File: config.mk
export PLATFORM = sky130hd
export DESIGN_NAME = hazard_stall_ctrl
export DESIGN_NICKNAME = d
export VERILOG_FILES = /design/src/rtl/hazard_stall_ctrl_pkg.sv /design/src/rtl/hazard_stall_ctrl_mdu_seq.sv /design/src/rtl/hazard_stall_ctrl.sv
export SDC_FILE = /design/constraint.sdc
export NUM_CORES = 1
export LEC_CHECK = 0
export CORE_UTILIZATION = 38
export DETAILED_ROUTE_END_ITERATION = 7
export PLACE_DENSITY = 0.76
export SLEW_MARGIN = 0
export SYNTH_ARGS = -nofsm -noshare
export SYNTH_HDL_FRONTEND = slang
export SYNTH_SLANG_ARGS = --single-unit
File: constraint.sdc
create_clock -name clk -period 1.6 [get_ports clk]
set_input_delay 0.16 -clock clk [delete_from_list [all_inputs] [get_ports clk]]
set_output_delay 0.16 -clock clk [all_outputs]
set_load 0.05 [all_outputs]
File: src/rtl/hazard_stall_ctrl_pkg.sv
// Shared pipeline timing codes and MDU sequencing types for the decode-stage hazard logic.
package hazard_stall_ctrl_pkg;

    localparam int TIMING_W  = 2;
    localparam logic [TIMING_W-1:0] TUSE_NONE = 2'd3;

    localparam int MULT_LAT = 5;
    localparam int DIV_LAT  = 10;

    typedef enum logic {
        MD_IDLE = 1'b0,
        MD_BUSY = 1'b1
    } md_state_t;

    // A source needs a stall when a pending writer will not have its result ready by the time D uses it.
    function automatic logic src_stall(
        input logic [4:0]          src,
        input logic [TIMING_W-1:0] tuse,
        input logic [4:0]          a3,
        input logic                we,
        input logic [TIMING_W-1:0] tnew
    );
        return (src != 5'd0) && (tuse != TUSE_NONE) && we && (a3 == src) && (tuse < tnew);
    endfunction

endpackage

File: src/rtl/hazard_stall_ctrl_mdu_seq.sv
// Multiply/divide unit sequencer: counts the E-stage busy window and emits a one-cycle done pulse.
//
// state   | meaning
// MD_IDLE | no MDU op in flight; a start loads the op latency
// MD_BUSY | op in flight; counter runs down to 1, then done pulses
module hazard_stall_ctrl_mdu_seq
    import hazard_stall_ctrl_pkg::*;
#(
    parameter int MULT_CYCLES = MULT_LAT,
    parameter int DIV_CYCLES  = DIV_LAT,
    parameter int CNT_W       = $clog2(DIV_CYCLES + 1)
) (
    input  logic clk,
    input  logic reset,
    input  logic E_md_start,
    input  logic E_md_is_div,
    output logic md_busy,
    output logic md_done
);

    md_state_t        state, state_nxt;
    logic [CNT_W-1:0] cnt, cnt_nxt;
    logic             done_nxt;

    always_ff @(posedge clk or posedge reset) begin
        if (reset) begin
            state   <= MD_IDLE;
            cnt     <= '0;
            md_done <= 1'b0;
        end else begin
            state   <= state_nxt;
            cnt     <= cnt_nxt;
            md_done <= done_nxt;
        end
    end

    always_comb begin
        state_nxt = state;
        cnt_nxt   = cnt;
        done_nxt  = 1'b0;
        case (state)
            MD_IDLE: begin
                if (E_md_start) begin
                    cnt_nxt   = E_md_is_div ? CNT_W'(DIV_CYCLES) : CNT_W'(MULT_CYCLES);
                    state_nxt = MD_BUSY;
                end
            end
            MD_BUSY: begin
                // A start arriving here is a protocol violation and is deliberately dropped.
                cnt_nxt = cnt - CNT_W'(1);
                if (cnt == CNT_W'(1)) begin
                    state_nxt = MD_IDLE;
                    done_nxt  = 1'b1;
                end
            end
            default: state_nxt = MD_IDLE;
        endcase
    end

    assign md_busy = (state == MD_BUSY);

    a_no_start_when_busy: assert property (
        @(posedge clk) disable iff (reset) !(E_md_start && state == MD_BUSY)
    );

endmodule

File: src/rtl/hazard_stall_ctrl.sv
// Decode-stage hazard controller: stalls F/D and bubbles E on uncovered data or MDU hazards.
module hazard_stall_ctrl
    import hazard_stall_ctrl_pkg::*;
#(
    parameter int MULT_CYCLES = MULT_LAT,
    parameter int DIV_CYCLES  = DIV_LAT,
    parameter int CNT_W       = $clog2(DIV_CYCLES + 1)
) (
    input  logic       clk,
    input  logic       reset,
    input  logic [4:0] D_rs,
    input  logic [4:0] D_rt,
    input  logic [1:0] D_tuse_rs,
    input  logic [1:0] D_tuse_rt,
    input  logic       D_is_md,
    input  logic [4:0] E_a3,
    input  logic       E_we,
    input  logic [1:0] E_tnew,
    input  logic [4:0] M_a3,
    input  logic       M_we,
    input  logic [1:0] M_tnew,
    input  logic       E_md_start,
    input  logic       E_md_is_div,
    output logic       stall,
    output logic       D_E_clr,
    output logic       md_busy,
    output logic       md_done
);

    logic stall_rs, stall_rt, stall_md;

    hazard_stall_ctrl_mdu_seq #(
        .MULT_CYCLES (MULT_CYCLES),
        .DIV_CYCLES  (DIV_CYCLES),
        .CNT_W       (CNT_W)
    ) u_mdu_seq (
        .clk         (clk),
        .reset       (reset),
        .E_md_start  (E_md_start),
        .E_md_is_div (E_md_is_div),
        .md_busy     (md_busy),
        .md_done     (md_done)
    );

    assign stall_rs = src_stall(D_rs, D_tuse_rs, E_a3, E_we, E_tnew)
                    | src_stall(D_rs, D_tuse_rs, M_a3, M_we, M_tnew);
    assign stall_rt = src_stall(D_rt, D_tuse_rt, E_a3, E_we, E_tnew)
                    | src_stall(D_rt, D_tuse_rt, M_a3, M_we, M_tnew);

    // A start in E also blocks D so the next HI/LO op cannot slip past before busy rises.
    assign stall_md = D_is_md && (md_busy || E_md_start);

    assign stall   = stall_rs | stall_rt | stall_md;
    assign D_E_clr = stall;

endmodule

==> out/metrics.yaml <==
clock_sinks: 6
critPathKind: "input pin to output port"
finalCriticalPeriod_ns: 1.60
finalCritPeriodShare_pct: 100
design_area_sq_mm: 0.00144
start_kind: "input pin"
outcome: "finished, violations left"
grt.total_usage_pct: 28.3
synth_top_area_share_pct: 24.3
synth_area_leaders: "xor2_1, dfrtp_1, ha_1"
p_int_mw: 0.617
wl_per_cell_um: 18.2
pwr_density_cell_mw_per_mm2: 757
violations: "setup timing"
p_seq_share_pct: 28.3
grt_pass1_vias: 882
cp-end-kind: "output port"
drt_pass1_iterations: 4
worstPathRequired_ns: 1.44
ys_types: 24
power_switching_mw: 0.470
antenna_found_initial: 0
tns_ns: -0.00119
placed_cell_area_sq_mm: 0.00119
vias: 822
p_comb_share_pct: 57.6
yosys_warnings: 0
syn_area_per_cell_sq_um: 8.59
maxSlewViolCount: 0
grtUsageMet2_pct: 56.6
cts_made_buffers: 3
die_h_um: 45.6
ys_seq_area_share_pct: 20.8
via_per_inst: 5.30
grt_use_met1_pct: 25.2
drcViolationCount: 0
maxCapViolations: 0
insertion_delay_ns: 0.25
drive_above_1_share_pct: 55.4
die_area_sq_mm: 0.00208
synth.largest_area_cell: "xor2_1"
clkPwrFrac_pct: 14.1
syn-cell-area_sq_um: 722
skew_ns: 0.0112
fillCellCount: 110
cts_tree: "yes"
gp_congestion: 0.814
cp_max_fo: 3
netSwitchingFraction_pct: 43.2
syn_nets: 125
dp_hpwl_um: 1770
clk_path_buf_depth: 2
peakVddDrop_uv: 748
hold_class: "input pin to asynchronous set/reset pin"
start_util_pct: 41.4
max_freq_mhz: 625
grt_max_degree: 13
p_total_mw: 1.09
finalSetupViolations: 1
htree_levels: 1
rows: 15
grt_pass1_wl_um: 3950
met3_usage_pct: 4.37
cts_root_buffer: "clkbuf_4"
final_antenna_net_count: 0
dp_slack_ns: -0.384
synth_seq_cells: 6
diodes: 0
chipWidth_um: 45.6
postRouteWirelength_um: 2820
worstPathArrival_ns: 1.44
hold_viol: 0
drt_iter0_markers: 2
timing.final.ws_setup_ns: -0.00119
nNetsFinal: 172
worst_slew_pin_slew_ns: 0.318
slew_headroom_pct: 78.5
grt_busiest_layer: "met2"
netlist_instances: 84
port_buffers: 38
boundaryPins: 39
p_leak_nw: 0.609
fp.coreArea_sq_mm: 0.00175
path_clk_slew_ns: 0.05
area_growth_pct: 98.8
gr-total-overflow: 0
[worst paths after layout]
check	start	to	slack (ns)	cells past startpoint
max	D_rs[1]	stall	-0.001	6
min	reset	u_mdu_seq.md_done	0.13	2
max reg2reg	u_mdu_seq.cnt[0]	u_mdu_seq.cnt[2]	0.46	5
min reg2reg	u_mdu_seq.cnt[3]	u_mdu_seq.md_done	0.51	1
max in group asynchronous	reset	u_mdu_seq.md_busy	1.27	2
min in group clk	u_mdu_seq.cnt[3]	u_mdu_seq.md_done	0.51	1
[power by group through the flow]
stage / Clock (mW) / Combinational [mW] / Sequential, mW
after floorplan: 0 / 0.309 / 0.316
after global placement: 0 / 0.531 / 0.299
after detailed placement: 0 / 0.546 / 0.306
after CTS: 0.161 / 0.603 / 0.304
after global routing: 0.166 / 0.681 / 0.315
final: 0.153 / 0.626 / 0.307
[synthesized netlist by cell type, drive strengths merged]
library cell	n
nor4	4
a21oi	3
a211oi	4
o221ai	1
nand3	1
nor3	1
or4	2
nand2b	8
dfrtp	6
xor2	20
ha	6
xnor2	1
nor4bb	1
o221a	1
buf	2
nor2	4
nand2	3
o21ai	6
inv	7
mux2i	1
a22oi	2
[layout by cell type, fill, tap and decap left out, drive strengths merged]
| master | instances |
|---|---|
| xnor2 | 1 |
| nand2b | 8 |
| buf | 21 |
| nor4 | 4 |
| clkdlybuf4s15 | 6 |
| a21oi | 3 |
| xor2 | 20 |
| dfrtp | 6 |
| nor3 | 1 |
| nand3 | 1 |
| dlygate4sd2 | 8 |
| o221a | 1 |
| nor2 | 4 |
| nor4bb | 1 |
| inv | 7 |
| mux2i | 1 |
| clkbuf | 9 |
| ha | 6 |
| or4 | 2 |
| clkdlybuf4s50 | 4 |
| o221ai | 1 |
| a211oi | 4 |
| o21ai | 6 |
| nand2 | 3 |
| a22oi | 2 |
[per-layer routing]
metal | vias up | routed length (um)
met5 | - | 0
met4 | 0 | 197
met3 | 16 | 157
met2 | 43 | 1520
met1 | 387 | 947
li1 | 376 | -
[area by class of cell]
type | count | area [sq um] | area share [%]
flip-flops and latches | 6 | 151 | 10.5
well taps | 25 | 31.3 | 2.18
repair buffers | 44 | 379 | 26.4
clock buffers | 4 | 26.3 | 1.83
multi-input cells | 69 | 821 | 57.2
inverters | 7 | 26.3 | 1.83
[stage by stage]
step	utilization (%)	std cells	hold WS, ns
after CTS	81.6	155	0.127
after floorplan	-	84	-0.0491
final	82.2	155	0.125
after global routing	82.2	155	0.147
after detailed placement	68.4	151	0.399
after global placement	68.4	151	0.396
[cell families (layout without fill, tap and decap cells)]
family                   Yosys count  in the layout  share of synthesized area [%]
flip-flops                         6              6                           20.8
AO/OA/AOI/OAI                     17             17                           17.2
AND/OR/NAND/NOR                   24             24                           19.4
multiplexers                       1              1                           1.39
adder cells (fa/ha/maj)            6              6                           10.4
buffers and inverters              9             55                           5.37
XOR/XNOR                          21             21                           25.5
[sequential cells by signal, indices dropped and copies added (netlist names)]
register,cells
u_mdu_seq.md_busy,1
u_mdu_seq.cnt,4
u_mdu_seq.md_done,1
[critical path, cell delays in order]
cell,delay (ns)
dlygate4sd2_1,0.29
xor2_1,0.21
a211oi_2,0.21
a22oi_2,0.14
o221ai_4,0.25
buf_12,0.18
[what timing repair did]
action / 4_1_cts / 5_1_grt
setup endpoints to repair: 2 / 2
gates resized for setup: 110 / 19
gates cloned: 0 / 0
pin swaps: 16 / 12
setup buffers: 0 / 0
hold buffers: 0 / 0
No activity file was read; power rests on OpenSTA's default activity.
